--- src/rtl/ram_req_ctrl.sv ---
// -----------------------------------------------------------------------------
// ram_req_ctrl
//
// Request-side controller for a single-port RAM (256x32 by default). It takes
// read/write requests on a valid/ready channel and issues at most one
// registered RAM access per cycle. Read data returning from the RAM is captured
// into an in-order response FIFO, which drains on a valid/ready response
// channel. Saturating counters report how many reads and writes were accepted.
//
// Requests are only accepted while a response slot is guaranteed. Every read
// that is on the RAM bus, waiting for capture, or parked in the FIFO holds one
// credit. This means the FIFO can never overflow.
//
// Optional feature macro: RAM_CTRL_ADDR_CHK_EN
//   When defined, requests with req_addr_i > ADDR_MAX are accepted but never
//   reach the RAM. An illegal read returns 32'hDEAD_BEEF with rsp_err_o=1 in
//   its normal ordered slot. An illegal write is dropped and not counted.
//   When undefined, every request goes to the RAM and rsp_err_o is tied to 0.
//
// Ports:
//   clk_i, rst_n_i            clock (rising edge), async active-low reset
//   req_valid_i/req_ready_o   request handshake
//   req_we_i, req_addr_i,     request type, address and write data
//   req_wdata_i
//   ram_cs_o, ram_we_o,       registered RAM pins
//   ram_addr_o, ram_data_o
//   ram_rdata_i               RAM read data, valid one edge after the read
//   rsp_valid_o/rsp_ready_i   response handshake
//   rsp_rdata_o, rsp_err_o    response payload at the FIFO head
//   rd_cnt_o, wr_cnt_o        saturating accepted-read / accepted-write counts
// -----------------------------------------------------------------------------
module ram_req_ctrl #(
  parameter int                ADDR_W    = 8,
  parameter int                DATA_W    = 32,
  parameter int                RSP_DEPTH = 4,
  parameter logic [ADDR_W-1:0] ADDR_MAX  = 8'hFF
) (
  input  logic              clk_i,
  input  logic              rst_n_i,
  input  logic              req_valid_i,
  output logic              req_ready_o,
  input  logic              req_we_i,
  input  logic [ADDR_W-1:0] req_addr_i,
  input  logic [DATA_W-1:0] req_wdata_i,
  output logic              ram_cs_o,
  output logic              ram_we_o,
  output logic [ADDR_W-1:0] ram_addr_o,
  output logic [DATA_W-1:0] ram_data_o,
  input  logic [DATA_W-1:0] ram_rdata_i,
  output logic              rsp_valid_o,
  input  logic              rsp_ready_i,
  output logic [DATA_W-1:0] rsp_rdata_o,
  output logic              rsp_err_o,
  output logic [15:0]       rd_cnt_o,
  output logic [15:0]       wr_cnt_o
);

  localparam int PTR_W = $clog2(RSP_DEPTH);
  localparam int CNT_W = PTR_W + 1;

  logic              accept;
  logic              addr_ok;
  logic              issue;
  logic              push;
  logic              pop;
  logic              rd_s1;
  logic              rd_s2;
  logic [CNT_W-1:0]  count;
  logic [PTR_W-1:0]  wr_ptr;
  logic [PTR_W-1:0]  rd_ptr;
  logic [CNT_W:0]    outstanding;
  logic [DATA_W-1:0] push_data;
  logic [DATA_W-1:0] mem_data [RSP_DEPTH];

  // Credit: reads in either pipeline stage already own a FIFO slot, so the
  // request side only looks at registered state and never at a same-cycle pop.
  assign outstanding = {1'b0, count} + (CNT_W+1)'(rd_s1) + (CNT_W+1)'(rd_s2);
  assign req_ready_o = (outstanding < (CNT_W+1)'(RSP_DEPTH));
  assign accept      = req_valid_i && req_ready_o;
  assign issue       = accept && addr_ok;

  assign push        = rd_s2;
  assign rsp_valid_o = (count != '0);
  assign pop         = rsp_valid_o && rsp_ready_i;
  assign rsp_rdata_o = rsp_valid_o ? mem_data[rd_ptr] : '0;

`ifdef RAM_CTRL_ADDR_CHK_EN
  logic err_s1;
  logic err_s2;
  logic mem_err [RSP_DEPTH];

  assign addr_ok   = (req_addr_i <= ADDR_MAX);
  assign push_data = err_s2 ? DATA_W'(32'hDEAD_BEEF) : ram_rdata_i;
  assign rsp_err_o = rsp_valid_o && mem_err[rd_ptr];

  // An illegal read travels the same two-stage pipeline as a real read
  // so that its error response lands in issue order.
  always_ff @(posedge clk_i or negedge rst_n_i) begin
    if (!rst_n_i) begin
      err_s1 <= 1'b0;
      err_s2 <= 1'b0;
    end else begin
      err_s1 <= accept && !req_we_i && !addr_ok;
      err_s2 <= err_s1;
    end
  end

  always_ff @(posedge clk_i) begin
    if (push) begin
      mem_err[wr_ptr] <= err_s2;
    end
  end
`else
  logic unused_addr_max;

  assign addr_ok         = 1'b1;
  assign push_data       = ram_rdata_i;
  assign rsp_err_o       = 1'b0;
  assign unused_addr_max = ^ADDR_MAX;
`endif

  // RAM pin registers: chip select pulses for one cycle per issued access.
  // Address and data keep their last value while idle.
  always_ff @(posedge clk_i or negedge rst_n_i) begin
    if (!rst_n_i) begin
      ram_cs_o   <= 1'b0;
      ram_we_o   <= 1'b0;
      ram_addr_o <= '0;
      ram_data_o <= '0;
    end else begin
      ram_cs_o <= issue;
      ram_we_o <= issue && req_we_i;
      if (issue) begin
        ram_addr_o <= req_addr_i;
        ram_data_o <= req_wdata_i;
      end
    end
  end

  // Read tracking: stage 1 covers the cycle the read is on the RAM bus.
  // Stage 2 covers the cycle its data is returning. Reset drops both stages,
  // so no stale read is ever captured.
  always_ff @(posedge clk_i or negedge rst_n_i) begin
    if (!rst_n_i) begin
      rd_s1 <= 1'b0;
      rd_s2 <= 1'b0;
    end else begin
      rd_s1 <= accept && !req_we_i;
      rd_s2 <= rd_s1;
    end
  end

  // FIFO storage has no reset. The head is gated by rsp_valid_o, so stale
  // contents are never visible.
  always_ff @(posedge clk_i) begin
    if (push) begin
      mem_data[wr_ptr] <= push_data;
    end
  end

  // FIFO pointers and occupancy. The pointers wrap naturally because the
  // depth is a power of two. A push and a pop in the same cycle cancel out.
  always_ff @(posedge clk_i or negedge rst_n_i) begin
    if (!rst_n_i) begin
      wr_ptr <= '0;
      rd_ptr <= '0;
      count  <= '0;
    end else begin
      if (push) begin
        wr_ptr <= wr_ptr + PTR_W'(1);
      end
      if (pop) begin
        rd_ptr <= rd_ptr + PTR_W'(1);
      end
      case ({push, pop})
        2'b10:   count <= count + CNT_W'(1);
        2'b01:   count <= count - CNT_W'(1);
        default: count <= count;
      endcase
    end
  end

  // Status counters stop at all-ones instead of wrapping. Illegal reads
  // still count, because they are answered.
  always_ff @(posedge clk_i or negedge rst_n_i) begin
    if (!rst_n_i) begin
      rd_cnt_o <= '0;
      wr_cnt_o <= '0;
    end else begin
      if (accept && !req_we_i && (rd_cnt_o != 16'hFFFF)) begin
        rd_cnt_o <= rd_cnt_o + 16'd1;
      end
      if (issue && req_we_i && (wr_cnt_o != 16'hFFFF)) begin
        wr_cnt_o <= wr_cnt_o + 16'd1;
      end
    end
  end

  // The credit scheme makes a push into a full FIFO unreachable.
  assert property (@(posedge clk_i) disable iff (!rst_n_i)
                   !(push && (count == CNT_W'(RSP_DEPTH))));

endmodule
--- config.mk ---
export PLATFORM = sky130hd
export DESIGN_NAME = ram_req_ctrl
export DESIGN_NICKNAME = d
export VERILOG_FILES = /design/src/rtl/ram_req_ctrl.sv
export SDC_FILE = /design/constraint.sdc
export NUM_CORES = 1
export LEC_CHECK = 0
export BUFFER_PORTS_ARGS = -buffer_cell sky130_fd_sc_hd__buf_2
export CORE_MARGIN = 2
export CORE_UTILIZATION = 50
export CTS_BUF_LIST = sky130_fd_sc_hd__clkbuf_8 sky130_fd_sc_hd__clkbuf_16
export CTS_CLUSTER_SIZE = 16
export DETAILED_ROUTE_END_ITERATION = 12
export HOLD_SLACK_MARGIN = 0.05
export PLACE_DENSITY = 0.82
export SLEW_MARGIN = 0
export SYNTH_ARGS = -nofsm -noshare
export SYNTH_HDL_FRONTEND = slang
export SYNTH_SLANG_ARGS = --single-unit
--- constraint.sdc ---
create_clock -name clk_i -period 3.6 [get_ports clk_i]
set_clock_uncertainty 0.2 [all_clocks]
set_input_delay 0.36 -clock clk_i [delete_from_list [all_inputs] [get_ports clk_i]]
set_output_delay 0.36 -clock clk_i [all_outputs]
set_load 0.03 [all_outputs]
After elaboration in Yosys (flattened, before gate mapping). Memory sizes are Yosys's and may differ from the RTL's. Index checks and enable logic that the tools add are counted.

Flip-flop bits (word level): 83. Bits in read-only memories: 0. Latch bits: 0. Logic and storage cells: 38. Input port bits: 77. Memories: 1. Bits in writable memories: 128.

Memories: mem_data (words 4, width 32, rd ports 1, clocked after memory_dff 0, write ports 1, RTL line 73) `logic [DATA_W-1:0] mem_data [RSP_DEPTH];`.

Eq/ne operators: 4. Multiplexer cells: 4. Reductions and logical operators: 9. Multiply operators: 0. Bitwise operators: 0. Shift operators: 0. $lt $le $gt $ge: 1. Div/mod/pow operators: 0. Add/sub/neg operators: 8.

Operators with widths (number): $add A16 B1 Y16 const B (2); $mux W32 (1); $ne A16 B16 Y1 const B (2); $logic_and A1 B1 Y1 (6); $pmux W3 S2 (1); $add A2 B1 Y2 const B (2); $add A3 B1 Y4 (1); $add A4 B1 Y4 (1); $lt A4 B3 Y1 const B (1); $add A3 B1 Y3 const B (1); $reduce_bool A3 Y1 (1); $sub A3 B1 Y3 const B (1); $eq A2 B1 Y1 const B (1); $eq A2 B2 Y1 const B (1); $mux W1 (2); $reduce_bool A2 Y1 (1); $logic_not A1 Y1 (1).

Logic depth before layout (Yosys ltp).
Word-level depth: 6. Mapped depth: 8. Depth with buffers taken out: 8.

Least setup slack after synthesis. Ideal clock, no wire load.

Path type: register to register. Start: register rd_s2, in the netlist push. End: register ram_data_o[10]. Path buffers: 2. Setup time: 0.125 ns. Clock period less this slack: 2.673 ns. Setup slack: 0.927 ns. Cell stages (with the launch flop): 8. Data arrival time: 2.348 ns. Cells stage by stage: dfrtp_1 ha_1 a21o_4 a21oi_1 and2_1 buf_2 buf_6 mux2_2.

Word-level cells in the longest chain between the ends: 3.

RTL lines: start, declared (RTL line 67) `logic rd_s2;`; start signal, assigned (RTL line 149) `rd_s2 <= rd_s1;`; $add A4 B1 Y4 (RTL line 77) `assign outstanding = {1'b0, count} + (CNT_W+1)'(rd_s1) + (CNT_W+1)'(rd_s2);`; $lt A4 B3 Y1 (RTL line 78) `assign req_ready_o = (outstanding < (CNT_W+1)'(RSP_DEPTH));`; via req_ready_o (RTL line 41) `output logic req_ready_o,`; $logic_and A1 B1 Y1 (RTL line 79) `assign accept = req_valid_i && req_ready_o;`; end signal, assigned (RTL line 135) `ram_data_o <= req_wdata_i;`; end, declared (RTL line 48) `output logic [DATA_W-1:0] ram_data_o,`.

The timed path passes the listed nets, and every way through them passes these cells. A chain may end at the register's enable or synchronous reset.

Final worst setup path.
Start: register rd_ptr[0]. End: output rsp_rdata_o[2].

Word-level cells in the longest chain between the ends: 2.

RTL lines: start, declared (RTL line 70) `logic [PTR_W-1:0] rd_ptr;`; start signal, assigned (RTL line 173) `rd_ptr <= rd_ptr + PTR_W'(1);`; $mem_v2 Z4 W32; $mux W32 (RTL line 85) `assign rsp_rdata_o = rsp_valid_o ? mem_data[rd_ptr] : '0;`; end, declared (RTL line 52) `output logic [DATA_W-1:0] rsp_rdata_o,`.

Every way passes these cells.

==> flow_summary_export.csv <==
group,metric,value,unit
setup_path,critPathKind,"flip-flop to output port",
clocking,clk_latency,490,ps
layout,diodes,0,
detailed_routing,drc,0,
timing,drv_slew,0,
timing,maxSlewHeadroom,30.12,%
layout,areaGrowthSynthToFinish,30.68,%
synth,postSynthAreaPerCell,17.76,um2
synth,synth_flop_cell,"edfxtp_1",
power,peakVddDrop,0.7185,mV
floorplan,initial_core_util,51.06,%
layout,nets,829,
floorplan,rows,47,
setup_path,startpoint,"rd_ptr[0]",
placement,post-place-ws,804.9,ps
detailed_routing,via_per_inst,5.201,
timing,max_freq,0.3465,GHz
synth,synth_warnings,0,
global_route,grt_max_degree,84,
run,drv_cap,0,
setup_path,worstReg2RegStart,"push",
global_route,grt_antenna_before_repair,1,
setup_path,cp.required,3040,ps
timing,period_minus_slack,2886,ps
layout,drive_gt1_share,40.32,%
timing,report.final.hold_viol_count,0,
outcome,status,"finished, final reports clean",
setup_path,worstPathArrival,2330,ps
clocking,clkTransAtPathRegs,60,ps
global_route,grt_usage,19.97,%
synth,async_flop_share,39.34,%
timing,setup_viol_count_final,0,
min_path,hold_class,"primary input to flip-flop",
layout,layout_common_cells,"183 x buf_2, 128 x edfxtp_1, 82 x dfrtp_1",
placement,globalplace.congestion,0.8207,
synth,synth_nets,561,
floorplan,die_area,17930,um2
clocking,h-tree-depth,1,
timing,worst_pin_slew,1048,ps
timing,finalSetupTns,0,ps
clocking,post-cts-setup-buffer-count,0,
placement,io_buffer_count,184,
synth,synthTopCellsByArea,"edfxtp_1 46%, dfrtp_1 25%, mux4_2 8.5%, mux2_2 5.5%, and2_1 2.8%",
power,p_leak,0.004492,uW
detailed_routing,totalWireLength,17770,um
setup_path,end_kind,"output port",
setup_path,crit_fanout,23,
synth,syn-cell-area,8437,um2
synth,yosysUniqueCellTypes,45,
global_route,first_global_vias,5555,
clocking,cts-buffers-inserted,22,
clocking,cts.path.max_buffers,3,
min_path,hold_start,"req_valid_i",
floorplan,die_w,133.9,um
detailed_routing,dr_total_vias,5092,
synth,synth_top_area_share,45.56,%
layout,mostFrequentLayoutCell,"buf_2",
clocking,cts_root_buffer,"clkbuf_16",
synth,synth-seq-cells,211,
detailed_routing,dr.pass1.iters,4,
synth,ys_seq_area_share,70.18,%
power,powerDensity,810.7,nW/um2
detailed_routing,wl_per_cell,18.15,um
floorplan,io_pins,186,
synth,synth-edff-count,128,
global_route,overflow,0,
synth,yosysTopAreaCell,"edfxtp_1",
detailed_routing,drtAntennaViolNets,0,
timing,layout_setup_ws,713.9,ps
timing,grt_setup_unrepaired,"no",
floorplan,die_h,133.9,um
timing,finalCritPeriodShare,80.17,%
setup_path,worst_setup_path_start_kind,"flip-flop",
clocking,cts_num_sinks,211,
clocking,cts_tree,"built",
synth,syn_inst,475,
placement,hpwl,10860,um
detailed_routing,dr.first_iter.drc_count,267,
floorplan,coreArea,16520,um2
global_route,grt_pass1_wl,28260,um
what timing repair did:
action,4_1_cts,5_1_grt
endpoints found under the hold margin,253,0
hold buffers,76,0
gates resized for setup,0,0
where the power goes:
group / switching, uW / internal, uW
Combinational: 2050 / 1320
Sequential: 370 / 3030
Clock: 876 / 1290
final cells by class:
class	instances	area [um2]
clock buffers	23	575.6
well taps	220	275.3
multi-input cells	233	2351
repair buffers	263	1732
clock inverters	17	125.1
fillers	1088	5499
inverters	12	45.04
flip-flops and latches	211	5922
path summary, 6_finish.rpt:
path                             endpoint  slack (ps)  cells past startpoint
hold / removal                      rd_s1          70                      3
setup / recovery           rsp_rdata_o[2]         710                      4
max in group asynchronous       rd_ptr[0]        2080                      2
min in group asynchronous     wr_cnt_o[3]         380                      2
hold reg to reg                      push         200                      0
setup reg to reg            ram_data_o[8]         780                      5
per-stage QoR:
step	power [uW]	cells	utilization, %	instance area (um2)	hold WS (ps)
floorplan	5781	475	-	8437	-135.6
global placement	6651	863	57.88	9564	186.2
detailed placement	6761	863	57.88	9564	186.3
CTS	9014	979	66.72	11030	53.06
global route	9342	979	66.72	11030	99.30
finish	8939	979	66.72	11030	67.68
Yosys cell counts, types with 2 or more instances:
| library cell | n |
|---|---|
| nor3_2 | 3 |
| nor3_1 | 4 |
| inv_1 | 12 |
| nand2_1 | 16 |
| clkbuf_1 | 7 |
| and4_1 | 2 |
| mux4_2 | 32 |
| dfrtp_1 | 83 |
| nor2_1 | 9 |
| nand4_1 | 12 |
| buf_6 | 6 |
| ha_1 | 8 |
| edfxtp_1 | 128 |
| xor2_1 | 14 |
| and2_1 | 38 |
| nand3_1 | 7 |
| mux2_2 | 41 |
| a21oi_1 | 2 |
| and3_1 | 2 |
| xnor2_1 | 20 |
| buf_2 | 5 |
registers in the layout (all words and copies together), names as in the netlist:
name        cells
ram_data_o     32
mem_data      128
rd_cnt_o       16
ram_cs_o        1
count           3
ram_we_o        1
rd_s1           1
wr_cnt_o       16
push            1
wr_ptr          2
rd_ptr          2
ram_addr_o      8
critical path: stages (launching register included):
cell     delay [ps]
dfrtp_2         640
buf_12          280
mux4_2          540
and2_1          180
buf_2           170
cells by family after synthesis:
group,share of synthesized area (%)
buffers and inverters,2.032
flip-flops,70.18
AND/OR/NAND/NOR,7.237
other,0.04445
multiplexers,14.27
AO/OA/AOI/OAI,1.290
XOR/XNOR,3.530
adder cells (fa/ha/maj),1.424
routing by layer:
layer / wire length [um] / vias to the layer above / global-route usage [%]
li1: - / 2304 / -
met1: 7155 / 2559 / 25.01
met2: 8978 / 199 / 35.07
met3: 1327 / 28 / 5.064
met4: 293 / 2 / 4.905
met5: 11 / - / 0
No activity file was read; power rests on OpenSTA's default activity.
